$ cat config.mk
export PLATFORM = sky130hd
export DESIGN_NAME = step_pulse_gen
export DESIGN_NICKNAME = d
export VERILOG_FILES = /design/src/rtl/step_pkg.sv /design/src/rtl/sync_2ff.sv /design/src/rtl/step_pulse_gen.sv
export SDC_FILE = /design/constraint.sdc
export NUM_CORES = 1
export LEC_CHECK = 0
export BUFFER_PORTS_ARGS = -buffer_cell sky130_fd_sc_hd__buf_2
export CORE_ASPECT_RATIO = 0.8
export CORE_MARGIN = 2
export CORE_UTILIZATION = 52
export DETAILED_ROUTE_END_ITERATION = 16
export GPL_TIMING_DRIVEN = 0
export PLACE_DENSITY = 0.81
export RECOVER_POWER = 50
export SLEW_MARGIN = 20
export SYNTH_ARGS = -nofsm -noshare
export SYNTH_HDL_FRONTEND = slang
export SYNTH_SLANG_ARGS = --single-unit
export TNS_END_PERCENT = 10
$ cat constraint.sdc
create_clock -name Clk -period 4.72 [get_ports Clk]
set_input_delay 0.236 -clock Clk [delete_from_list [all_inputs] [get_ports Clk]]
set_output_delay 0.236 -clock Clk [all_outputs]
set_load 0.03 [all_outputs]
$ cat src/rtl/step_pkg.sv
// step_pkg: shared debounce state encoding and counter width helper.
package step_pkg;
  typedef enum logic [1:0] {UP, WAIT_DN, DOWN, WAIT_UP} deb_state_t;
  function automatic int cnt_w(input int a, input int b, input int c);
    int m;
    m = (a > b) ? a : b;
    m = (m > c) ? m : c;
    return $clog2(m + 1);
  endfunction
endpackage

$ cat src/rtl/sync_2ff.sv
// sync_2ff: 1-bit two-flop synchronizer with selectable reset value.
module sync_2ff #(
  parameter logic RST_VAL = 1'b0
) (
  input  logic clk,
  input  logic rst_n,
  input  logic d,
  output logic q
);
  logic m;
  always_ff @(posedge clk or negedge rst_n)
    if (!rst_n) {q, m} <= {RST_VAL, RST_VAL};
    else {q, m} <= {m, d};
endmodule

$ cat src/rtl/step_pulse_gen.sv
// step_pulse_gen: debounced key -> one-cycle StepEn, plus free-running run mode.
// Define STEP_REPEAT_EN to add hold-to-auto-repeat in manual mode.
module step_pulse_gen
  import step_pkg::*;
#(
  parameter int DEBOUNCE_CYCLES = 500000,
  parameter int RUN_DIV         = 25000000,
  parameter int HOLD_CYCLES     = 25000000,
  parameter int REPEAT_CYCLES   = 5000000
) (
  input  logic        Clk,
  input  logic        Reset,
  input  logic        KeyN,
  input  logic        RunMode,
  output logic        StepEn,
  output logic        KeyLevel,
  output logic [15:0] StepCount
);
  localparam int CW = cnt_w(DEBOUNCE_CYCLES, RUN_DIV, HOLD_CYCLES + REPEAT_CYCLES);
  localparam logic [CW-1:0] DEB      = CW'(DEBOUNCE_CYCLES);
  localparam logic [CW-1:0] RUN_END  = CW'(RUN_DIV - 1);
  localparam logic [CW-1:0] RUN_PEN  = CW'(RUN_DIV - 2);
  logic key_s, run_s, run_q, pressed, deb_fire, run_fire, rep_fire, step_nxt;
  logic [CW-1:0] cnt, pre;
  deb_state_t state;
  sync_2ff #(.RST_VAL(1'b1)) u_key (.clk(Clk), .rst_n(Reset), .d(KeyN),    .q(key_s));
  sync_2ff #(.RST_VAL(1'b0)) u_run (.clk(Clk), .rst_n(Reset), .d(RunMode), .q(run_s));
  assign pressed  = ~key_s;
  assign deb_fire = (state == WAIT_DN) && pressed && (cnt == DEB);
  // run pulse is registered, so fire one count early to land while pre == RUN_DIV-1
  assign run_fire = run_s && run_q && (pre == RUN_PEN);
`ifdef STEP_REPEAT_EN
  localparam logic [CW-1:0] HOLD = CW'(HOLD_CYCLES);
  localparam logic [CW-1:0] HREP = CW'(HOLD_CYCLES + REPEAT_CYCLES);
  logic [CW-1:0] hold, hold_nxt;
  assign hold_nxt = hold + 1'b1;
  assign rep_fire = (state == DOWN) && (hold_nxt == HOLD || hold_nxt == HREP);
  always_ff @(posedge Clk or negedge Reset)
    if (!Reset) hold <= '0;
    else hold <= (state != DOWN) ? '0 : (hold_nxt == HREP) ? HOLD : hold_nxt;
`else
  assign rep_fire = 1'b0;
`endif
  always_comb step_nxt = run_s ? run_fire : (deb_fire | rep_fire);
  always_ff @(posedge Clk or negedge Reset)
    if (!Reset) begin
      state    <= UP;
      cnt      <= '0;
      KeyLevel <= 1'b0;
    end else begin
      case (state)
        UP:
          if (pressed) begin
            state <= WAIT_DN;
            cnt   <= CW'(1);
          end
        WAIT_DN:
          if (!pressed) begin
            state <= UP;
            cnt   <= '0;
          end else if (cnt == DEB) begin
            state    <= DOWN;
            cnt      <= '0;
            KeyLevel <= 1'b1;
          end else cnt <= cnt + 1'b1;
        DOWN:
          if (!pressed) begin
            state <= WAIT_UP;
            cnt   <= CW'(1);
          end
        WAIT_UP:
          if (pressed) begin
            state <= DOWN;
            cnt   <= '0;
          end else if (cnt == DEB) begin
            state    <= UP;
            cnt      <= '0;
            KeyLevel <= 1'b0;
          end else cnt <= cnt + 1'b1;
      endcase
    end
  always_ff @(posedge Clk or negedge Reset)
    if (!Reset) begin
      run_q     <= 1'b0;
      pre       <= '0;
      StepEn    <= 1'b0;
      StepCount <= '0;
    end else begin
      run_q     <= run_s;
      pre       <= (run_s != run_q || !run_s || pre == RUN_END) ? '0 : pre + 1'b1;
      StepEn    <= step_nxt;
      StepCount <= StepCount + {15'b0, StepEn};
    end
endmodule
## After elaboration in Yosys (flattened, before gate mapping)

Cells that the tools add are included.

- Eq/ne operators: 15
- Reduce and logical (&&, ||, !) cells: 12
- Add/sub/neg operators: 3
- Bitwise logic cells: 1
- Multiplexer cells: 20

Operators by type and width:

| operator | number |
|---|---|
| 2-to-1 mux 25 bit | 6 |
| case mux 25 bit (4 select lines) | 1 |
| adder 25 x 1 -> 25 bit, second input constant | 2 |
| equality test 25 bit, second input constant | 2 |
| equality test 25 x 19 -> 1 bit, second input constant | 1 |
| adder 16 x 1 -> 16 bit | 1 |
| 2-to-1 mux 2 bit | 6 |
| case mux 2 bit (4 select lines) | 1 |
| inequality test 2 x 1 -> 1 bit, second input constant | 3 |
| inequality test 2 bit, second input constant | 3 |
| 2-to-1 mux 1 bit | 5 |
| AND reduction 5 bit | 1 |
| equality test 2 bit, second input constant | 2 |
| logical AND 1 bit | 4 |
| AND reduction 4 bit | 1 |
| inequality test 3 x 1 -> 1 bit, second input constant | 1 |
| inequality test 3 bit, second input constant | 1 |
| equality test 2 x 1 -> 1 bit, second input constant | 1 |
| logical NOT 2 bit | 1 |
| logical OR 1 bit | 2 |
| case mux 1 bit (2 select lines) | 1 |
| AND reduction 2 bit | 1 |
| nonzero test 2 bit | 1 |
| logical NOT 1 bit | 1 |
| 2 further kinds | 2 |

- Logic and storage cells: 62
- Output and inout bits: 18
- Register bits after elaboration: 75
- Bits of input ports: 4

## Depth between registers and ports, before layout

Gate-level depths: netlist of the first run.

- Depth in word-level cells: 4
- Gate-level depth with buffers: 8
- Mapped depth without buffers: 7

## Cells and area by module

A second synthesis of the first run with hierarchy kept.

- Cells, all modules: 386
- Area, all modules: 3747.3 µm²

By module, submodules not included:

| module | times used | cells each | area an instance (µm²) | seq. area each (µm²) |
|---|---|---|---|---|
| step_pulse_gen | 1 | 382 | 3644.7 | 1776.7 |
| sync_2ff (u_key) | 1 | 2 | 52.6 | 52.6 |
| sync_2ff (u_run) | 1 | 2 | 50.0 | 50.0 |

## Worst setup path before layout of the first run

OpenSTA, ideal clock, no wires.

- Path type: register to register
- From: reg cnt[11]
- To: reg cnt[13]
- Stages on the path, launching flop included: 6
- Arrival: 1765 ps
- Buffers on the path: 1
- Required time: 4594 ps
- Slack: 2829 ps
- Clock period less this slack: 1891 ps
- Library setup time: 126 ps
- Cells stage by stage: dfrtp_1 > or4_4 > nor3_4 > a21oi_2 > buf_6 > a221o_1

- Cells in the longest elaborated chain, start to end: 4
- Elaborated cells on any way between the ends: 6
- Those cells by class: 1 x add/sub; 1 x eq/ne; 4 x mux

Ends and longest elaborated chain:

| what | line | source |
|---|---|---|
| from (decl) | step_pulse_gen.sv:24 | `logic [CW-1:0] cnt, pre;` |
| from (signal assigned) | step_pulse_gen.sv:65 | `end else cnt <= cnt + 1'b1;` |
| from (signal assigned) | step_pulse_gen.sv:79 | `end else cnt <= cnt + 1'b1;` |
| adder 25 x 1 -> 25 bit or equality test 25 x 19 -> 1 bit (tied branches) | -- |  |
| 2-to-1 mux 25 bit (*) | step_pulse_gen.sv:61, step_pulse_gen.sv:75 |  |
| 2-to-1 mux 25 bit, on equally long branches | step_pulse_gen.sv:72, step_pulse_gen.sv:58 |  |
| case mux 25 bit (4 select lines) (*) | step_pulse_gen.sv:51 | `case (state)` |

Mark *: on every way between the ends. The rest lies on a longest branch, timed or not.
A chain may end at the register's enable or synchronous reset.

## Worst setup path after layout of the first run

- From: reg pre[15]
- To: reg pre[17]

- Cells in the longest elaborated chain, start to end: 3
- Elaborated cells on any way between the ends: 4
- Those cells by class: 1 x add/sub; 1 x eq/ne; 1 x mux; 1 x reduce/logical

Ends and longest elaborated chain:

| what | line | source |
|---|---|---|
| from (decl) | step_pulse_gen.sv:24 |  |
| from (signal assigned) | step_pulse_gen.sv:90 | `pre <= (run_s != run_q \|\| !run_s \|\| pre == RUN_END) ? '0 : pre + 1'b1;` |
| parallel branches: the longest is 2 deep, another holds adder 25 x 1 -> 25 bit | -- |  |
| 2-to-1 mux 25 bit (*) | step_pulse_gen.sv:90 |  |

Mark *: on every way between the ends.

==> flow_summary_export.csv, run 1 <==
group,metric,value,unit
global_route,grt_pass1_vias,2977,
global_route,grt_pass1_wl,14100,um
clock_network,numCtsBuffers,9,
setup_path,critPathKind,"reg2reg",
placed_design,dp_cells,483,
timing,fin_skew,0.0107,ns
run,maxCapViolCount,0,
layout,syn2layout_area_growth,14.6,%
power,share_comb_of_total_power,5.2,%
drt,routed.top_layer,"met4",
clock_network,clock-sinks,75,
logic_synthesis,seq_area_frac_synth,50.7,%
floorplan,start_util,53.8,%
floorplan,core_area,6890,um2
drt,wl_met1,3570,um
setup_path,end_kind,"register",
setup_path,crit_required,4.95,ns
drt,wl_per_cell,16.1,um
clock_network,tritoncts,"yes",
logic_synthesis,ys.flop_type,"dfrtp_1",
layout,fillCellCount,563,
drt,wl_met2,3940,um
logic_synthesis,ys_types,47,
global_route,grt_usage,22.5,%
layout,fin_cells,502,
floorplan,die_y,79.5,um
placed_design,io_buffers,21,
timing,post-route-period-util,46.7,%
clock_network,clockRootBuffer,"clkbuf_8",
power,power_density,333,nW/um2
logic_synthesis,synth_edf_count,0,
drt,wl_met3,455,um
logic_synthesis,synth-async-reset-ratio,100,%
power,p_int,1.09,mW
timing,setup_viol,0,
clock_network,cts_buffer_depth,2,
power,vdd_drop_max,0.151,mV
logic_synthesis,yosys_warnings,0,
drt,drc,0,
timing,grt_setup_unrepaired,"no",
timing,fmax,0.454,GHz
clock_network,htree_levels,3,
power,p_sw,0.322,mW
power,p_leak,1.89,nW
clock_network,clk_pin_slew_worst_paths,0.08,ns
layout,drive_above_1_share,12.8,%
clock_network,clkLatencyLatePin,0.36,ns
timing,setup_tns,0,ns
timing,slew_headroom,10.7,%
power,clock_power_share,46.7,%
global_route,antenna_found_initial,0,
drt,firstDrtPassIters,5,
logic_synthesis,synth_top_cell_by_area,"dfrtp_1",
timing,final_max_slew_viol_count,0,
logic_synthesis,synth-seq-cells,75,
layout,n_antenna_cell,0,
setup_path,crit_arrival,2.44,ns
layout,nets,420,
logic_synthesis,synth.area.top_cells,"dfrtp_1 (49%), xnor2_1 (6.4%), nor2_1 (4.5%)",
clock_network,post-cts-setup-buffer-count,0,
drt,drt-total-wl,8070,um
drt,ant_nets,0,
logic_synthesis,syn-instance-count,374,
floorplan,dieArea,7820,um2
layout,utilization,61.6,%
global_route,gr-total-overflow,0,
logic_synthesis,synth_nets,384,
logic_synthesis,post_synth.cell_area_avg,9.91,um2
placed_design,hpwl,5480,um
power,swShare,22.8,%
setup_path,startpoint_type,"register",
global_route,grt_max_degree,54,
drt,drt_iter0_markers,271,
hold_path,hold_class,"reg2reg",
drt,viasPerCell,6.00,
logic_synthesis,syn_area,3710,um2
timing,worst_slew_pin_slew,1.34,ns
drt,via_count,3014,
setup_path,path_max_fanout,10,
timing,min_period,2.21,ns
run_status,status,"completed",
floorplan,io_pins,22,
timing,whs,0.357,ns
power,p_seq_share,48.1,%
placed_design,gp_congestion,0.918,
timing,hold_viol,0,
floorplan,die_x,98.4,um
floorplan,rows,27,
logic_synthesis,yosysTopAreaCellShare,49.3,%
## cells in the final DEF, fill, tap and decap left out, drive strengths merged, types with 3 or more instances in the layout
| cell | Yosys | routed |
|---|---|---|
| inv | 13 | 15 |
| nand2 | 37 | 37 |
| or4 | 5 | 5 |
| dfrtp | 73 | 73 |
| a31oi | 13 | 13 |
| nor4b | 3 | 3 |
| ha | 6 | 6 |
| nor2 | 44 | 44 |
| and3 | 11 | 11 |
| a21o | 5 | 5 |
| or3 | 3 | 3 |
| buf | 6 | 27 |
| nand3 | 26 | 26 |
| nand4 | 16 | 16 |
| and4 | 6 | 6 |
| nor3 | 12 | 12 |
| and2 | 3 | 3 |
| o21ai | 12 | 12 |
| xnor2 | 27 | 27 |
| clkbuf | 3 | 13 |
| dlygate4sd3 | 0 | 3 |
| bufinv | 0 | 4 |
| xor2 | 13 | 13 |
| nor4 | 6 | 6 |
| a21oi | 12 | 12 |
## layout make-up
cell class,count,area [um2],area share [%]
sequential,75,1880,44.2
multi-input combinational,277,1720,40.6
timing repair buffer,25,161,3.80
clock inverter,7,146,3.45
clock buffer,9,124,2.92
tap,87,109,2.56
buffer,9,55.1,1.30
inverter,13,48.8,1.15
## repair_timing
action                                 CTS  global route
hold buffers                             3             0
gates resized for setup                  0             0
setup endpoints to repair                0             0
endpoints found under the hold margin   24             0
## state kept, by name (all words and copies together) (netlist names), named ones only
register,cells
KeyLevel,1
StepEn,1
run_q,1
cnt,25
u_run.q,1
StepCount,16
pre,25
state,1
u_run.m,1
u_key.q,1
u_key.m,1
## per-stage QoR
step / worst slack, ns / instance area, um2 / power (mW)
5_1_grt: 2.34 / 4250 / 1.46
3_5_place_dp: 2.59 / 3950 / 0.763
2_1_floorplan: 2.83 / 3710 / 0.726
6_report: 2.51 / 4250 / 1.41
3_3_place_gp: 2.60 / 3920 / 0.755
4_1_cts: 2.55 / 4250 / 1.42
## cells in the mapped netlist, drive strengths merged (2+ instances only)
cell type and n:
a41oi 2, a21oi 12, nor4 6, and3 11, and4 6, o21ai 12, buf 6, nor3 12
dfstp 2, or3 3, clkbuf 3, nor4b 3, nand2 37, nand3 26, nand4 16, a2bb2oi 2
and2 3, xor2 13, a31oi 13, inv 13, ha 6, dfrtp 73, o211ai 2, a21o 5
or4 5, xnor2 27, nor2 44
## path summary, 6_finish.rpt
| kind | slack, ns | cells after the start | startpoint | to |
|---|---|---|---|---|
| min in group asynchronous | 0.70 | 2 | Reset | pre[10]$_DFF_PN0_ |
| max in group asynchronous | 3.10 | 3 | Reset | u_key.q$_DFF_PN1_ |
| min reg2reg | 0.36 | 0 | u_run.m$_DFF_PN0_ | u_run.q$_DFF_PN0_ |
| max | 2.51 | 6 | pre[15]$_DFF_PN0_ | pre[17]$_DFF_PN0_ |
| max reg2reg | 2.51 | 6 | pre[15]$_DFF_PN0_ | pre[17]$_DFF_PN0_ |
| min | 0.36 | 0 | u_run.m$_DFF_PN0_ | u_run.q$_DFF_PN0_ |
## worst max-delay path, stage by stage, from the launching register on
cell and delay [ns]:
dfrtp_1 0.43, nor4b_1 0.41, nand4_1 0.16, or4_1 0.53, o21bai_2 0.26, buf_4 0.23
nor2_1 0.06
## metal layers
metal | GRT usage [%] | vias up
met2 | 37.1 | 106
li1 | - | 1402
met5 | 0 | -
met3 | 4.90 | 12
met4 | 7.67 | 0
met1 | 29.7 | 1494
## power groups by stage
stage / sequential (mW) / combinational, mW / clock (mW)
after global routing: 0.685 / 0.0815 / 0.692
after floorplan: 0.686 / 0.0400 / 0
after CTS: 0.680 / 0.0729 / 0.670
final: 0.681 / 0.0728 / 0.660
after detailed placement: 0.693 / 0.0705 / 0
after global placement: 0.691 / 0.0642 / 0
## logic make-up after synthesis
family / after synthesis / share of synthesized area, %
and+or+nand+nor: 176 / 25.4
DFF: 75 / 50.7
AOI/OAI and AO/OA: 54 / 9.35
xor gates and xnor gates: 40 / 9.45
buffers and inverters: 22 / 2.80
adders and majority gates: 6 / 2.02
muxes: 1 / 0.270
(Power assumes the default switching activity.)
==> run 2, diff against run 1 <==
--- a/config.mk
+++ b/config.mk
@@ -11,7 +11,7 @@
 export CORE_UTILIZATION = 52
 export DETAILED_ROUTE_END_ITERATION = 16
 export GPL_TIMING_DRIVEN = 0
-export PLACE_DENSITY = 0.81
+export PLACE_DENSITY = 0.84
 export RECOVER_POWER = 50
 export SLEW_MARGIN = 20
 export SYNTH_ARGS = -nofsm -noshare
==> constraint.sdc (replaced) <==
create_clock -name Clk -period 1.87 [get_ports Clk]
set_input_delay 0.0935 -clock Clk [delete_from_list [all_inputs] [get_ports Clk]]
set_output_delay 0.0935 -clock Clk [all_outputs]
set_load 0.03 [all_outputs]
==> run 2 against run 1 <==
Against the previous run: the flow now finishes with violations (negative setup slack); combinational power rose to 3.6 times the previous value; global-route usage grew 0.24 points; non-clock buffer count up 24; clock power increased by 91%; wire length rose by 13%; first-iteration DRC count rose by 5.5%; critical endpoint is now KeyLevel$_DFFE_PN0P_.
==> flow_summary_export.csv, run 2 (synthesis results as in run 1) <==
group,metric,value,unit
run_status,status,"finished, violations left",
run_status,violations,"negative setup slack",
clock_network,tritoncts,"yes",
placed_design,dp_cells,483,
timing,worst_slew_pin_slew,1.02,ns
setup_path,crit_arrival,2.30,ns
placed_design,io_buffers,21,
global_route,grt_pass1_wl,14300,um
drt,ant_nets,0,
placed_design,gp_congestion,0.933,
timing,fmax,0.489,GHz
timing,hold_viol,0,
power,p_leak,2.06,nW
drt,via_count,3159,
layout,final_cell_mix,"dfrtp_1 (65), nor2_1 (38), nand2_1 (37)",
layout,layout.cells.most_common,"dfrtp_1",
timing,min_period,2.04,ns
floorplan,die_y,79.5,um
floorplan,dieArea,7820,um2
floorplan,io_pins,22,
clock_network,clkLatencyLatePin,0.35,ns
layout,n_antenna_cell,0,
clock_network,htree_levels,3,
clock_network,cts_buffer_depth,2,
timing,grt_setup_unrepaired,"yes",
layout,multi_input_area,1960,um2
floorplan,rows,27,
run,maxCapViolCount,0,
clock_network,clockRootBuffer,"clkbuf_8",
global_route,gr-total-overflow,0,
drt,wl_per_cell,17.4,um
floorplan,start_util,53.8,%
global_route,grt_pass1_vias,2934,
floorplan,die_x,98.4,um
layout,fillCellCount,482,
layout,register_area,1890,um2
drt,drt-total-wl,9150,um
timing,slew_headroom,32.0,%
clock_network,numCtsBuffers,9,
layout,nets,444,
clock_network,clock-sinks,75,
placed_design,hpwl,5450,um
power,vdd_drop_max,0.404,mV
drt,drc,0,
power,power_density,703,nW/um2
timing,final_max_slew_viol_count,0,
global_route,grt_max_degree,41,
setup_path,crit_required,2.13,ns
setup_path,critPathKind,"reg2reg",
timing,fin_skew,0.0157,ns
setup_path,startpoint_type,"register",
layout,syn2layout_area_growth,25.0,%
layout,top_regs,"cnt (25), pre (25), StepCount (16)",
timing,post-route-period-util,109,%
layout,drive_above_1_share,28.7,%
timing,fin_ws,-0.173,ns
floorplan,core_area,6890,um2
setup_path,end_kind,"register",
global_route,antenna_found_initial,0,
placed_design,pre_cts_ws,-0.232,ns
clock_network,clk_pin_slew_worst_paths,0.08,ns
global_route,grt_usage,22.8,%
drt,viasPerCell,6.01,
hold_path,hold_class,"reg2reg",
timing,setup_viol,49,
drt,firstDrtPassIters,5,
drt,drt_iter0_markers,286,
power,power,3.26,mW
setup_path,path_max_fanout,6,
layout,fin_cells,526,
[run 2: through the flow]
stage          setup TNS, ns  hold slack [ns]  utilization (%)  area (um2)
2_1_floorplan              0           -0.202                -        3710
5_1_grt                -6.47            0.361             67.3        4640
6_report               -3.03            0.348             67.3        4640
3_3_place_gp           -7.04            0.203             56.9        3920
4_1_cts                -1.83            0.245             63.6        4380
3_5_place_dp           -7.41           0.0762             57.2        3940
[run 2: what timing repair did]
item                                    CTS  global route
buffers inserted                         10            11
cloned                                    1             3
hold buffers                              3             0
gates resized for setup                  33            45
endpoints found under the setup margin   49            51
pin swaps                                22            19
hold endpoints to repair                 35             0
[run 2: path summary, 6_finish.rpt]
kind | startpoint | to | slack, ns | cells after the start
worst max-delay path | cnt[9]$_DFFE_PN0P_ | KeyLevel$_DFFE_PN0P_ | -0.17 | 6
worst min-delay path | u_key.m$_DFF_PN1_ | u_key.q$_DFF_PN1_ | 0.35 | 0
worst max register to register | cnt[9]$_DFFE_PN0P_ | KeyLevel$_DFFE_PN0P_ | -0.17 | 6
worst min register to register | u_key.m$_DFF_PN1_ | u_key.q$_DFF_PN1_ | 0.35 | 0
max in group asynchronous | Reset | cnt[6]$_DFFE_PN0P_ | 0.32 | 3
min in group asynchronous | Reset | pre[7]$_DFF_PN0_ | 0.40 | 2
[run 2: final cells by class]
class | instances | area share (%)
tap | 87 | 2.35
clock buffer | 10 | 2.97
inverter | 13 | 1.05
buffer | 8 | 1.73
timing repair buffer | 50 | 7.50
multi-input combinational | 277 | 42.3
sequential | 75 | 40.8
clock inverter | 6 | 1.38
[run 2: power by group]
group          switching [mW]  leakage (nW)  total, mW  internal [mW]
combinational           0.145         0.944      0.259          0.114
sequential             0.0837          1.01       1.74           1.66
clock                   0.604        0.0987       1.26          0.652
[run 2: layer usage]
layer | up-vias | global-route usage (%) | wire, um
li1 | 1458 | - | -
met4 | 0 | 7.67 | 220
met2 | 142 | 35.1 | 4270
met3 | 33 | 5.69 | 747
met5 | - | 0 | 0
met1 | 1526 | 31.7 | 3920
[run 2: critical path: stages (launching register included)]
cell and delay, ns:
dfrtp_2 0.41, or4b_4 0.56, nor3_4 0.32, buf_4 0.18, nand3_2 0.14, nor2_1 0.16, a2bb2oi_1 0.21
